$ cat config.mk
export PLATFORM = sky130hd
export DESIGN_NAME = wpt_trx_seq
export DESIGN_NICKNAME = d
export VERILOG_FILES = /design/src/rtl/wpt_pkg.sv /design/src/rtl/wpt_ch_fsm.sv /design/src/rtl/wpt_trx_seq.sv
export SDC_FILE = /design/constraint.sdc
export NUM_CORES = 1
export LEC_CHECK = 0
export ABC_AREA = 1
export BUFFER_PORTS_ARGS = -buffer_cell sky130_fd_sc_hd__buf_2
export CAP_MARGIN = 25
export CORE_UTILIZATION = 53
export CTS_CLUSTER_SIZE = 20
export DETAILED_ROUTE_END_ITERATION = 10
export PLACE_DENSITY = 0.87
export SETUP_SLACK_MARGIN = 0.1
export SLEW_MARGIN = 40
export SYNTH_ARGS = -nofsm -noshare
export SYNTH_HDL_FRONTEND = slang
export SYNTH_SLANG_ARGS = --single-unit
$ cat constraint.sdc
create_clock -name wb_clk_i -period 1.3 [get_ports wb_clk_i]
set_input_delay 0.065 -clock wb_clk_i [delete_from_list [all_inputs] [get_ports wb_clk_i]]
set_output_delay 0.065 -clock wb_clk_i [all_outputs]
set_load 0.02 [all_outputs]
$ cat src/rtl/wpt_pkg.sv
// Shared types and default parameters for the WPT transceiver sequencer.
// Holds the per-channel state encoding and the default timing constants.
package wpt_pkg;

    typedef enum logic [2:0] {
        ST_OFF    = 3'd0,
        ST_SETTLE = 3'd1,
        ST_RX     = 3'd2,
        ST_GUARD  = 3'd3,
        ST_TX     = 3'd4
    } ch_state_t;

    localparam int DEF_NCH    = 2;
    localparam int DEF_DEB    = 3;
    localparam int DEF_GUARD  = 4;
    localparam int DEF_SETTLE = 16;

endpackage

$ cat src/rtl/wpt_ch_fsm.sv
// One RF front-end channel: request debouncer, OFF/SETTLE/RX/GUARD/TX sequencer,
// shared settle/guard counter and sticky TX bias-loss fault bit.
module wpt_ch_fsm
    import wpt_pkg::*;
#(
    parameter int DEB    = DEF_DEB,
    parameter int GUARD  = DEF_GUARD,
    parameter int SETTLE = DEF_SETTLE
) (
    input  logic      clk_i,
    input  logic      rst_n,
    input  logic      en_i,
    input  logic      bias_ok_i,
    input  logic      req_sync_i,
    input  logic      fault_clr_i,
    output logic      lna_en_o,
    output logic      pa_en_o,
    output logic      busy_o,
    output logic      fault_o,
    output ch_state_t state_o
);

    localparam int CMAX0 = (GUARD > SETTLE) ? GUARD : SETTLE;
    localparam int CMAX  = (CMAX0 > DEB) ? CMAX0 : DEB;
    localparam int CW    = $clog2(CMAX + 1);

    ch_state_t     state_q;
    logic [CW-1:0] cnt_q;
    logic [CW-1:0] cnt_inc;
    logic [CW-1:0] cnt_end;
    logic [CW-1:0] dcnt_q;
    logic [CW-1:0] dcnt_d;
    logic          deb_q;
    logic          deb_d;
    logic          lna_q;
    logic          pa_q;
    logic          busy_q;
    logic          fault_q;
    logic          fault_set;

    // The FSM acts on deb_d so a request change is seen in the cycle it is accepted.
    always_comb begin
        deb_d  = deb_q;
        dcnt_d = '0;
        if (req_sync_i != deb_q) begin
            if (dcnt_q == CW'(DEB - 1)) begin
                deb_d = req_sync_i;
            end else begin
                dcnt_d = (dcnt_q == '1) ? dcnt_q : dcnt_q + 1'b1;
            end
        end
    end

    always_comb begin
        cnt_inc   = (cnt_q == '1) ? cnt_q : cnt_q + 1'b1;
        cnt_end   = (state_q == ST_SETTLE) ? CW'(SETTLE - 1) : CW'(GUARD - 1);
        fault_set = (state_q == ST_TX) && !bias_ok_i;
    end

    always_ff @(posedge clk_i or negedge rst_n) begin
        if (!rst_n) begin
            state_q <= ST_OFF;
            cnt_q   <= '0;
            dcnt_q  <= '0;
            deb_q   <= 1'b0;
            lna_q   <= 1'b0;
            pa_q    <= 1'b0;
            busy_q  <= 1'b0;
            fault_q <= 1'b0;
        end else begin
            deb_q   <= deb_d;
            dcnt_q  <= dcnt_d;
            fault_q <= (fault_q & ~fault_clr_i) | fault_set;
            lna_q   <= 1'b0;
            pa_q    <= 1'b0;
            busy_q  <= 1'b0;
            // Enable or bias loss overrides every other transition.
            if (!en_i || !bias_ok_i) begin
                state_q <= ST_OFF;
                cnt_q   <= '0;
            end else begin
                case (state_q)
                    ST_OFF: begin
                        state_q <= ST_SETTLE;
                        cnt_q   <= '0;
                        busy_q  <= 1'b1;
                    end
                    ST_SETTLE, ST_GUARD: begin
                        if (cnt_q == cnt_end) begin
                            state_q <= deb_d ? ST_RX : ST_TX;
                            cnt_q   <= '0;
                            lna_q   <= deb_d;
                            pa_q    <= ~deb_d;
                        end else begin
                            cnt_q  <= cnt_inc;
                            busy_q <= 1'b1;
                        end
                    end
                    ST_RX: begin
                        if (!deb_d) begin
                            state_q <= ST_GUARD;
                            cnt_q   <= '0;
                            busy_q  <= 1'b1;
                        end else begin
                            lna_q <= 1'b1;
                        end
                    end
                    ST_TX: begin
                        if (deb_d) begin
                            state_q <= ST_GUARD;
                            cnt_q   <= '0;
                            busy_q  <= 1'b1;
                        end else begin
                            pa_q <= 1'b1;
                        end
                    end
                    default: begin
                        state_q <= ST_OFF;
                        cnt_q   <= '0;
                    end
                endcase
            end
        end
    end

    assign lna_en_o = lna_q;
    assign pa_en_o  = pa_q;
    assign busy_o   = busy_q;
    assign fault_o  = fault_q;
    assign state_o  = state_q;

endmodule

$ cat src/rtl/wpt_trx_seq.sv
// WPT transceiver sequencer top: synchronises bias flags and mode requests,
// then runs one independent wpt_ch_fsm per RF channel.
module wpt_trx_seq
    import wpt_pkg::*;
#(
    parameter int NCH    = DEF_NCH,
    parameter int DEB    = DEF_DEB,
    parameter int GUARD  = DEF_GUARD,
    parameter int SETTLE = DEF_SETTLE
) (
    input  logic                 wb_clk_i,
    input  logic                 rst_n,
    input  logic                 en_i,
    input  logic [3:0]           vbias_i,
    input  logic [NCH-1:0]       vswp_i,
    input  logic                 fault_clr_i,
    output logic [NCH-1:0]       lna_en_o,
    output logic [NCH-1:0]       pa_en_o,
    output logic [NCH-1:0]       busy_o,
    output logic [NCH-1:0]       fault_o,
    output ch_state_t [NCH-1:0]  dbg_state_o
);

    logic [3:0]     vbias_s1_q;
    logic [3:0]     vbias_s2_q;
    logic [NCH-1:0] vswp_s1_q;
    logic [NCH-1:0] vswp_s2_q;
    logic           bias_ok;

    always_ff @(posedge wb_clk_i or negedge rst_n) begin
        if (!rst_n) begin
            vbias_s1_q <= '0;
            vbias_s2_q <= '0;
            vswp_s1_q  <= '0;
            vswp_s2_q  <= '0;
        end else begin
            vbias_s1_q <= vbias_i;
            vbias_s2_q <= vbias_s1_q;
            vswp_s1_q  <= vswp_i;
            vswp_s2_q  <= vswp_s1_q;
        end
    end

    assign bias_ok = &vbias_s2_q;

    for (genvar g = 0; g < NCH; g++) begin : g_ch
        wpt_ch_fsm #(
            .DEB    (DEB),
            .GUARD  (GUARD),
            .SETTLE (SETTLE)
        ) u_ch (
            .clk_i       (wb_clk_i),
            .rst_n       (rst_n),
            .en_i        (en_i),
            .bias_ok_i   (bias_ok),
            .req_sync_i  (vswp_s2_q[g]),
            .fault_clr_i (fault_clr_i),
            .lna_en_o    (lna_en_o[g]),
            .pa_en_o     (pa_en_o[g]),
            .busy_o      (busy_o[g]),
            .fault_o     (fault_o[g]),
            .state_o     (dbg_state_o[g])
        );
    end

endmodule

==> tab_implementation.tex, run 1 <==
\begin{tabular}{lr}
\hline
Metric & Value \\
\hline
\multicolumn{2}{l}{\textbf{Hold path}} \\
Worst Hold Launch & en\_i \\
Worst min-delay path category & in2reg \\
Hold path endpoint & g\_ch[1].u\_ch.lna\_en\_o \\
Hold path cells & 3 \\
\multicolumn{2}{l}{\textbf{Floorplan}} \\
Initial Util & 55.48\% \\
Die height & $\sim$70 um \\
Area enclosed by the die boundary & 4864 um2 \\
Ports & 24 \\
Num rows & 24 \\
Core Box Area & 4384 um2 \\
Horizontal die dimension & between 60 and 70 um \\
\multicolumn{2}{l}{\textbf{STA}} \\
Hold violation total from the final report & 0 \\
RSZ-0062 raised after global routing & true \\
Post-route minimum period & 1.650 ns \\
Max Slew Vio Count & 0 \\
Max Clk Rate & 0.6062 GHz \\
Worst hold-check slack & between 0.15 and 0.2 ns \\
Share of the clock period used by the worst path after layout & 126.9\% \\
Worst relative slew slack & 70.28\% \\
Worst path setup slack after routing & -0.3496 ns \\
Fin Clk Skew & 0.01823 ns \\
\# setup viols final & 34 \\
Least-Margin Pin Slew & 0.4438 ns \\
\multicolumn{2}{l}{\textbf{Global route}} \\
Total global-route track usage & 29.39\% \\
Grt ovf & 0 \\
Wire length of the first global-routing pass & 10960 um \\
Via count of the first global-routing pass & approximately 2400 \\
Antenna violations before repair & 0 \\
Largest net degree at the start of global routing & 49 \\
\multicolumn{2}{l}{\textbf{Synth}} \\
Combinational family with the most area after synthesis & simple AND/OR/NAND/NOR gates \\
Netlist area before placement & roughly 2400 um2 \\
Post-Synthesis Net Count & 303 \\
Post-Syn Instances & 283 \\
Avg Cell Area, Syn & between 8 and 9 um2 \\
Sequential element share of the synthesized area & 49.38\% \\
Fraction of synthesized area in multiplexers & 0\% \\
Flip-flop and latch count after synthesis & 48 \\
Largest area contributor in the netlist & dfrtp\_1 \\
Post-synthesis cell type count & 28 \\
Compound-Gate Fraction of Synth Area & 5.298\% \\
Simple-gate area share of the yosys netlist & between 30 and 40\% \\
Adder-cell share of the synthesized area & 5.144\% \\
Share of the synthesized area in the top cell type & 49.38\% \\
Xor/xnor cell area share of the yosys netlist & 2.521\% \\
Count of synthesis-stage warnings from yosys & 0 \\
Leading cell types by total area after synthesis & dfrtp\_1 (49\%), nand2\_1 (10\%), nor2\_1 (5.2\%) \\
\multicolumn{2}{l}{\textbf{Power}} \\
Part of the power in combinational logic & 46.4\% \\
Switching fraction of total power & 38.32\% \\
Internal power of the cells & 0.003281 W \\
Sequential fraction of design power & approximately a third \\
Worst VDD drop & 1.230 mV \\
Pwr dens & 1410 nW/um2 \\
Sw Pwr & just over 0.002 W \\
Share of power burned in the clock network & approximately a fifth \\
Leakage power total & 1.862 nW \\
\multicolumn{2}{l}{\textbf{Critical path}} \\
Nature of the critical path endpoint & register \\
WS Path Type & reg2reg \\
Worst r2r dst & g\_ch[0].u\_ch.cnt\_q[2] \\
Arrival @ worst endpoint & 1.86 ns \\
Slack of the worst reg-to-reg path & -0.35 ns \\
Maximum fanout along the worst path & 4 \\
Sort of element at the start of the critical path & register \\
Worst Reg2Reg Path Length in Cells & 13 \\
Source of the worst register-to-register timing path & g\_ch[0].u\_ch.dcnt\_q[0] \\
Worst EP required & 1.51 ns \\
\multicolumn{2}{l}{\textbf{Clocking}} \\
Clock root buffer & clkbuf\_8 \\
TritonCTS clock tree & yes \\
Clock edge transition at the registers on the reported setup and hold paths & 0.10 ns \\
CTS buffer count & 5 \\
H-tree depth reported by CTS & 2 \\
Buffer depth of the longest clock path & 2 \\
Number of clock sinks & 48 \\
Clock latency reported for the late side of the worst-skew pair & 0.32 ns \\
\multicolumn{2}{l}{\textbf{Status}} \\
Outcome & finished, violations left \\
Failing checks & setup timing \\
\multicolumn{2}{l}{\textbf{Final layout}} \\
Layout net count & 406 \\
Area taken by flip-flops and latches & 1207 um2 \\
Antenna diode count & 0 \\
Filler Cell Count & $\sim$190 \\
Multi-input combinational cell area & 1461 um2 \\
Layout cells sized above 1 & around 51\% \\
Area added between synthesis and finish & 55.09\% \\
\multicolumn{2}{l}{\textbf{Place}} \\
Weighted congestion reported at the end of routability-driven placement & 0.8096 \\
Port Buffers & 23 \\
Worst slack, placed & -0.2921 ns \\
Final HPWL from detailed placement & 3971 um \\
\multicolumn{2}{l}{\textbf{Route}} \\
Number of remaining DRC errors & 0 \\
Overall via count from detail\_route & $\sim$2500 \\
Average wire per cell in the routed design & 19.69 um \\
Antenna Nets Post-Route & 0 \\
Violation count after the first detailed-route iteration & 235 \\
Vias per Instance & 5.754 \\
Detailed-route wire length & 8643 um \\
Initial DRT Pass Iterations & 5 \\
\multicolumn{2}{l}{\textbf{Run}} \\
\# Max-Cap Violations & 0 \\
\hline
\end{tabular}
-- area by class of cell --
type                       count  share of cell area (%)
sequential                    48                   32.01
clock inverter                 3                   1.128
clock buffer                   5                   1.824
multi-input combinational    198                   38.74
inverter                      29                   3.018
tap                           52                   1.725
timing repair buffer         104                   21.56
-- flip-flops by register name, indices dropped and copies added (netlist names), 4 cells and up --
register,count
g_ch.u_ch.cnt_q,10
g_ch.u_ch.dcnt_q,10
g_ch.u_ch.state_o,6
vbias_s1_q,4
vbias_s2_q,4
-- placed cells by master, fill, tap and decap left out, types with 2 or more instances in the layout --
cell type      instances
a31oi_1                2
ha_4                   2
nor2_4                 9
o21ai_1                3
buf_6                 12
o21ai_2                8
buf_2                 23
nor2_1                25
nand3_2                9
inv_4                  2
xnor2_1                2
a21oi_1                3
xor2_1                 4
buf_12                 2
a21oi_2                2
nor3_2                 3
clkbuf_8               5
dfrtp_2                5
o21ai_0                3
nand2_8                2
nor2_2                 5
nand3_4                4
nand2_4               20
buf_4                 59
nand4_1                6
dfrtp_1               43
inv_2                  4
ha_1                   4
nand2_1               43
nand3_1               12
dlygate4sd3_1          8
ha_2                   4
nand2_2               13
nor3b_1                2
inv_1                 23
-- worst max-delay path, cell delays in order (launching register included) --
cell     delay (ns)
dfrtp_1        0.42
inv_2          0.09
ha_4           0.13
inv_2          0.04
nor2_4         0.15
nand2_4        0.10
nand2_4        0.09
nand2_4        0.08
nand2_4        0.09
nand2_4        0.07
nand2_4        0.08
nand2_4        0.06
nand2_1        0.08
nand2_1        0.05
-- cell usage after synthesis, drive strengths merged --
| library cell | count |
|---|---|
| nand2 | 78 |
| dfrtp | 48 |
| nor2 | 39 |
| inv | 29 |
| nand3 | 25 |
| o21ai | 14 |
| ha | 10 |
| buf | 8 |
| nand4 | 6 |
| a21oi | 5 |
| xor2 | 5 |
| nor3 | 4 |
| a31oi | 2 |
| nor3b | 2 |
| or2 | 2 |
| xnor2 | 2 |
| a21boi | 1 |
| nand3b | 1 |
| o211ai | 1 |
| o22ai | 1 |
-- worst max path at each step --
stage / startpoint / end / slack, ns / cells after the start
3_3_place_gp: g_ch[0].u_ch.dcnt_q[0] / g_ch[0].u_ch.state_o[0] / -0.18 / 11
4_1_cts: g_ch[0].u_ch.dcnt_q[0] / g_ch[0].u_ch.cnt_q[2] / -0.22 / 13
3_5_place_dp: g_ch[0].u_ch.dcnt_q[0] / g_ch[0].u_ch.state_o[0] / -0.29 / 11
5_1_grt: g_ch[0].u_ch.dcnt_q[0] / g_ch[0].u_ch.cnt_q[4] / -0.43 / 13
2_1_floorplan: g_ch[0].u_ch.dcnt_q[0] / g_ch[0].u_ch.cnt_q[2] / -0.09 / 13
6_report: g_ch[0].u_ch.dcnt_q[0] / g_ch[0].u_ch.cnt_q[2] / -0.35 / 13
-- cell families (layout without fill, tap and decap cells) --
kind of cell             after synthesis  after routing
buffers and inverters                 37            141
XOR/XNOR                               7              7
AO/OA/AOI/OAI                         24             24
AND/OR/NAND/NOR                      157            157
flip-flops                            48             48
adder cells (fa/ha/maj)               10             10
-- timing repair --
action / 4_1_cts / 5_1_grt
hold buffers: 8 / 0
hold endpoints to repair: 56 / 0
pin swaps: 23 / 28
setup buffers: 19 / 11
resized for setup: 51 / 54
endpoints found under the setup margin: 33 / 34
-- routing by layer --
layer	up-vias	routed length (um)	share of wire, %	global-route usage, %
met4	0	552	6.4	13.33
met5	-	0	0	0
met2	146	4463	52	56.31
li1	1111	-	-	-
met3	50	522	6.0	5.814
met1	1219	3105	36	30.47
-- power groups by stage --
stage,Clock (W),Sequential (W),Combinational (W)
5_1_grt,0.00115,0.00176,0.00257
6_report,0.00110,0.00175,0.00247
3_3_place_gp,0,0.00173,0.00102
2_1_floorplan,0,0.00173,0.000666
3_5_place_dp,0,0.00174,0.00108
4_1_cts,0.00110,0.00171,0.00163
-- stage by stage --
stage,instance area [um2],total power (W),utilization (%),setup TNS (ns),cells
CTS,3461,0.004441,78.94,-4.207,428
detailed placement,2948,0.002820,67.24,-4.795,394
global route,3772,0.005481,86.04,-9.800,439
global placement,2948,0.002751,67.24,-2.353,394
finish,3772,0.005319,86.04,-7.847,439
floorplan,2472,0.002398,-,-0.7309,283
Note: power is estimated with default switching activity, not from simulation.
==> run 2: changes to the inputs <==
--- a/config.mk
+++ b/config.mk
@@ -12,7 +12,6 @@
 export CTS_CLUSTER_SIZE = 20
 export DETAILED_ROUTE_END_ITERATION = 10
 export PLACE_DENSITY = 0.87
-export SETUP_SLACK_MARGIN = 0.1
 export SLEW_MARGIN = 40
 export SYNTH_ARGS = -nofsm -noshare
 export SYNTH_HDL_FRONTEND = slang
==> tab_implementation.tex, run 2 (synthesis results as in run 1) <==
\begin{tabular}{lr}
\hline
Metric & Value \\
\hline
\multicolumn{2}{l}{\textbf{Critical path}} \\
Nature of the critical path endpoint & register \\
Worst Reg2Reg Path Length in Cells & 13 \\
Sort of element at the start of the critical path & register \\
Maximum fanout along the worst path & 4 \\
Arrival @ worst endpoint & 1.97 ns \\
WS Path Type & reg2reg \\
Worst EP required & roughly 1.5 ns \\
\multicolumn{2}{l}{\textbf{Route}} \\
Overall via count from detail\_route & 2535 \\
Number of remaining DRC errors & 0 \\
Detailed-route wire length & 8152 um \\
Average wire per cell in the routed design & 18.74 um \\
Antenna Nets Post-Route & 0 \\
Initial DRT Pass Iterations & 5 \\
Violation count after the first detailed-route iteration & approximately 270 \\
Vias per Instance & just under 6 \\
\multicolumn{2}{l}{\textbf{Clocking}} \\
H-tree depth reported by CTS & 2 \\
Buffer depth of the longest clock path & 2 \\
Clock root buffer & clkbuf\_8 \\
CTS buffer count & 5 \\
Number of clock sinks & 48 \\
TritonCTS clock tree & yes \\
Clock edge transition at the registers on the reported setup and hold paths & 0.10 ns \\
Clock latency reported for the late side of the worst-skew pair & 0.32 ns \\
\multicolumn{2}{l}{\textbf{Floorplan}} \\
Horizontal die dimension & between 60 and 70 um \\
Initial Util & 55.48\% \\
Ports & 24 \\
Num rows & 24 \\
Die height & 69.75 um \\
Core Box Area & 4384 um2 \\
Area enclosed by the die boundary & 4864 um2 \\
\multicolumn{2}{l}{\textbf{Final layout}} \\
Area added between synthesis and finish & 51.70\% \\
Filler Cell Count & 218 \\
Area taken by flip-flops and latches & 1206 um2 \\
Final core utilization & 84.16\% \\
Antenna diode count & 0 \\
Multi-input combinational cell area & 1439 um2 \\
Layout cells sized above 1 & 53.00\% \\
Most common library cell in the layout ignoring fill and taps & buf\_4 \\
Commonest cells after routing, fill and taps aside & buf\_4 (61), dfrtp\_1 (44), nand2\_1 (40) \\
Layout net count & 402 \\
\multicolumn{2}{l}{\textbf{Global route}} \\
Grt ovf & 0 \\
Largest net degree at the start of global routing & 49 \\
Via count of the first global-routing pass & 2324 \\
Total global-route track usage & 26.86\% \\
Antenna violations before repair & 0 \\
Wire length of the first global-routing pass & roughly 10000 um \\
\multicolumn{2}{l}{\textbf{Run}} \\
\# Max-Cap Violations & 0 \\
\multicolumn{2}{l}{\textbf{STA}} \\
\# setup viols final & 32 \\
Worst relative slew slack & about four fifths \\
Worst path setup slack after routing & -0.4607 ns \\
Max Slew Vio Count & 0 \\
Post-route minimum period & about 1.8 ns \\
Max Clk Rate & around 0.57 GHz \\
Least-Margin Pin Slew & 0.3037 ns \\
RSZ-0062 raised after global routing & true \\
Fin Clk Skew & 0.01795 ns \\
Hold violation total from the final report & 0 \\
Share of the clock period used by the worst path after layout & 135.4\% \\
\multicolumn{2}{l}{\textbf{Hold path}} \\
Worst min-delay path category & in2reg \\
Hold path cells & 3 \\
\multicolumn{2}{l}{\textbf{Place}} \\
Weighted congestion reported at the end of routability-driven placement & between 0.8 and 0.9 \\
Final HPWL from detailed placement & about 3900 um \\
Port Buffers & 23 \\
\multicolumn{2}{l}{\textbf{Status}} \\
Outcome & finished, violations left \\
Failing checks & setup timing \\
\multicolumn{2}{l}{\textbf{Power}} \\
Pwr dens & 1281 nW/um2 \\
Worst VDD drop & about 1.1 mV \\
Leakage power total & 1.792 nW \\
Power consumption & roughly 0.0047 W \\
\hline
\end{tabular}
## run 2: power by group
| part | total [W] | internal, W | leakage, nW | switching, W |
|---|---|---|---|---|
| registers | 0.00174 | 0.00161 | 0.628 | 0.000130 |
| logic | 0.00200 | 0.000850 | 1.11 | 0.00115 |
| clock network | 0.000984 | 0.000436 | 0.0516 | 0.000548 |
## run 2: critical path, stage by stage (launching register included)
cell and delay (ns):
dfrtp_1 0.46, inv_2 0.11, ha_4 0.13, inv_2 0.04, nor2_4 0.12, nand2_2 0.11, nand2_2 0.11, nand2_4 0.07
nand2_2 0.09, nand2_2 0.09, nand2_2 0.10, nand2_2 0.08, nand2_1 0.07, nand2_1 0.07
## run 2: worst paths after layout
kind / from / to / slack (ns)
hold / removal: en_i / g_ch[1].u_ch.lna_en_o / 0.15
max in group asynchronous: rst_n / g_ch[1].u_ch.state_o[1] / 0.80
setup reg to reg: g_ch[0].u_ch.dcnt_q[0] / g_ch[0].u_ch.cnt_q[3] / -0.46
setup / recovery: g_ch[0].u_ch.dcnt_q[0] / g_ch[0].u_ch.cnt_q[3] / -0.46
min in group asynchronous: rst_n / g_ch[0].u_ch.dcnt_q[3] / 0.25
hold reg to reg: vbias_s1_q[3] / vbias_s2_q[3] / 0.35
## run 2: through the flow
step | setup TNS [ns] | hold slack, ns | instances | setup slack [ns] | area, um2
finish | -8.287 | 0.1510 | 435 | -0.4607 | 3690
global route | -9.443 | 0.1375 | 435 | -0.4880 | 3690
CTS | -3.988 | 0.1668 | 419 | -0.2397 | 3304
detailed placement | -4.221 | 0.06829 | 391 | -0.2699 | 2923
global placement | -2.419 | 0.06446 | 391 | -0.1698 | 2923
floorplan | -0.7383 | -0.2306 | 283 | -0.08532 | 2470
## run 2: metal layers
layer	GRT usage [%]	vias up	wire (um)
met1	30.50	1217	2926
met2	48.44	154	4069
met5	0	-	0
met3	5.233	59	577
met4	12.44	0	579
li1	-	1105	-
## run 2: timing repair
action	4_1_cts	5_1_grt
hold buffers	8	0
pin swaps	28	42
gates resized for setup	36	69
endpoints found under the hold margin	56	0
setup endpoints to repair	30	33
setup buffers	12	17
## run 2: cell type report
type	count	area share (%)
multi-input cells	198	39.00
flip-flops and latches	48	32.69
repair buffers	100	20.85
inverters	29	3.086
clock buffers	6	2.238
well taps	52	1.763
clock inverters	2	0.3730
==> run 3: changes to the inputs <==
--- a/config.mk
+++ b/config.mk
@@ -5,13 +5,12 @@
 export SDC_FILE = /design/constraint.sdc
 export NUM_CORES = 1
 export LEC_CHECK = 0
-export ABC_AREA = 1
 export BUFFER_PORTS_ARGS = -buffer_cell sky130_fd_sc_hd__buf_2
 export CAP_MARGIN = 25
 export CORE_UTILIZATION = 53
 export CTS_CLUSTER_SIZE = 20
 export DETAILED_ROUTE_END_ITERATION = 10
-export PLACE_DENSITY = 0.87
+export PLACE_DENSITY = 0.86
 export SLEW_MARGIN = 40
 export SYNTH_ARGS = -nofsm -noshare
 export SYNTH_HDL_FRONTEND = slang
==> tab_implementation.tex, run 3 <==
\begin{tabular}{lr}
\hline
Metric & Value \\
\hline
\multicolumn{2}{l}{\textbf{STA}} \\
Worst relative slew slack & 62.54\% \\
Worst path setup slack after routing & -0.5645 ns \\
RSZ-0062 raised after global routing & true \\
Worst hold-check slack & 0.1441 ns \\
Fin Clk Skew & slightly below 0.009 ns \\
Share of the clock period used by the worst path after layout & 143.4\% \\
Hold violation total from the final report & 0 \\
Max Slew Vio Count & 0 \\
Max Clk Rate & 0.5363 GHz \\
Least-Margin Pin Slew & $\sim$0.56 ns \\
\# setup viols final & 34 \\
Post-route minimum period & 1.865 ns \\
\multicolumn{2}{l}{\textbf{Global route}} \\
Grt ovf & 0 \\
Total global-route track usage & 25.74\% \\
Antenna violations before repair & 0 \\
Wire length of the first global-routing pass & 9880 um \\
Largest net degree at the start of global routing & 23 \\
Via count of the first global-routing pass & 2191 \\
\multicolumn{2}{l}{\textbf{Place}} \\
Cell area after placement & 3107 um2 \\
Port Buffers & 23 \\
Weighted congestion reported at the end of routability-driven placement & 0.8110 \\
Worst slack, placed & -0.5367 ns \\
Final HPWL from detailed placement & 4022 um \\
\multicolumn{2}{l}{\textbf{Floorplan}} \\
Initial Util & 56.05\% \\
Ports & 24 \\
Area enclosed by the die boundary & 4979 um2 \\
Core Box Area & roughly 4400 um2 \\
Horizontal die dimension & 70.56 um \\
Die height & slightly above 70 um \\
Num rows & 24 \\
\multicolumn{2}{l}{\textbf{Final layout}} \\
Multi-input combinational cell area & 1371 um2 \\
Layout net count & around 340 \\
Commonest cells after routing, fill and taps aside & buf\_4 (55), dfrtp\_1 (46), buf\_2 (23) \\
Design Area, Final & 3508 um2 \\
Most common library cell in the layout ignoring fill and taps & buf\_4 \\
Area added between synthesis and finish & 40.83\% \\
Area taken by flip-flops and latches & 1204 um2 \\
Antenna diode count & 0 \\
Layout cells sized above 1 & 44.10\% \\
Filler Cell Count & 263 \\
\multicolumn{2}{l}{\textbf{Route}} \\
Overall via count from detail\_route & between 2000 and 2500 \\
Number of remaining DRC errors & 6 \\
Antenna Nets Post-Route & 0 \\
Detailed-route wire length & around 6100 um \\
Average wire per cell in the routed design & 16.20 um \\
Initial DRT Pass Iterations & 7 \\
Violation count after the first detailed-route iteration & 128 \\
Vias per Instance & 5.738 \\
\multicolumn{2}{l}{\textbf{Power}} \\
Worst VDD drop & 1.189 mV \\
Pwr dens & 1106 nW/um2 \\
Power consumption & 0.003880 W \\
Leakage power total & 1.568 nW \\
\multicolumn{2}{l}{\textbf{Hold path}} \\
Hold path cells & 3 \\
Worst min-delay path category & in2reg \\
\multicolumn{2}{l}{\textbf{Synth}} \\
Leading post-synthesis cells by instance count & dfrtp\_1 (48), nor2\_1 (23), inv\_1 (17) \\
Share of the synthesized area in the top cell type & 48.22\% \\
Post-Syn Instances & 240 \\
Count of synthesis-stage warnings from yosys & 0 \\
Share of async-settable or async-resettable flops after synthesis & 100.0\% \\
Avg Cell Area, Syn & between 10 and 15 um2 \\
Netlist area before placement & 2491 um2 \\
Count of flip-flops with a built-in enable after synthesis & 0 \\
Flip-flop and latch count after synthesis & 48 \\
Post-synthesis cell type count & 43 \\
Leading cell types by total area after synthesis & dfrtp\_1 (48\%), ha\_1 (5.0\%), nand4b\_1 (3.5\%) \\
Post-Synthesis Net Count & 260 \\
Most frequent cell after synthesis & dfrtp\_1 \\
Main flop type after synthesis & dfrtp\_1 \\
Sequential element share of the synthesized area & 48.22\% \\
Largest area contributor in the netlist & dfrtp\_1 \\
\multicolumn{2}{l}{\textbf{Critical path}} \\
Maximum fanout along the worst path & 5 \\
Nature of the critical path endpoint & register \\
Arrival @ worst endpoint & 2.08 ns \\
Worst EP required & 1.51 ns \\
WS Path Type & reg2reg \\
Worst Reg2Reg Path Length in Cells & 6 \\
Sort of element at the start of the critical path & register \\
\multicolumn{2}{l}{\textbf{Status}} \\
Outcome & finished, violations left \\
Failing checks & DRC, setup timing \\
\multicolumn{2}{l}{\textbf{Run}} \\
\# Max-Cap Violations & 0 \\
\multicolumn{2}{l}{\textbf{Clocking}} \\
Buffer depth of the longest clock path & 2 \\
Number of clock sinks & 48 \\
Clock root buffer & clkbuf\_8 \\
Clock edge transition at the registers on the reported setup and hold paths & 0.09 ns \\
H-tree depth reported by CTS & 2 \\
CTS buffer count & 5 \\
TritonCTS clock tree & yes \\
Clock latency reported for the late side of the worst-skew pair & $\sim$0.30 ns \\
\hline
\end{tabular}
==> run 3: stage by stage <==
step / TNS (ns) / utilization (%) / std cells
floorplan: -8.223 / - / 240
global placement: -10.21 / 69.90 / 353
detailed placement: -12.08 / 69.90 / 353
CTS: -12.32 / 77.90 / 374
global route: -15.39 / 78.94 / 374
finish: -12.94 / 78.94 / 374
==> run 3: path summary, 6_finish.rpt <==
kind | from | to | slack, ns
worst min-delay path | en_i | g_ch[1].u_ch.state_o[0] | 0.14
worst max-delay path | g_ch[1].u_ch.dcnt_q[0] | g_ch[1].u_ch.cnt_q[1] | -0.56
worst min register to register | vbias_s1_q[1] | vbias_s2_q[1] | 0.35
min in group asynchronous | rst_n | vbias_s2_q[3] | 0.29
max in group asynchronous | rst_n | g_ch[0].u_ch.state_o[1] | 0.54
worst max register to register | g_ch[1].u_ch.dcnt_q[0] | g_ch[1].u_ch.cnt_q[1] | -0.56
==> run 3: cell families (layout without fill, tap and decap cells) <==
family	Yosys count	count (layout)	synth area share [%]
buffers and inverters	36	118	6.680
and+or+nand+nor	91	91	22.95
DFF	48	48	48.22
xor gates and xnor gates	8	8	2.813
adders and majority gates	10	10	5.023
AOI/OAI and AO/OA	39	39	10.95
muxes	8	8	3.365
==> run 3: worst max-delay path, stage by stage, from the launching register on <==
cell and delay (ns):
dfrtp_1 0.39, inv_1 0.06, ha_1 0.14, nor4b_4 0.31, mux2i_4 0.34, mux2_4 0.36, o211ai_1 0.17
==> run 3: report_power, final <==
group	internal (W)	switching, W	total, W
clock	0.000431	0.000511	0.000942
sequential	0.00161	0.0000968	0.00171
combinational	0.000628	0.000602	0.00123
==> run 3: area by class of cell <==
cell class / instances / share of cell area [%]
multi-input cells: 156 / 39.09
inverters: 17 / 1.890
flip-flops and latches: 48 / 34.31
well taps: 52 / 1.854
clock buffers: 6 / 2.354
repair buffers: 93 / 20.08
clock inverters: 2 / 0.4280
==> run 3: timing repair <==
item,4_1_cts,5_1_grt
endpoints found under the setup margin,34,35
hold buffers,8,0
endpoints found under the hold margin,28,0
setup buffers,6,0
resized for setup,30,10
pin swaps,13,4
==> run 3: metal layers <==
layer	up-vias	share of wire, %	global-route usage [%]	wire length [um]
met5	-	0	0	0
met4	0	2.7	7.556	166
met3	19	3.2	4.986	191
met2	55	52	48.00	3177
met1	1058	42	30.19	2524
li1	1014	-	-	-
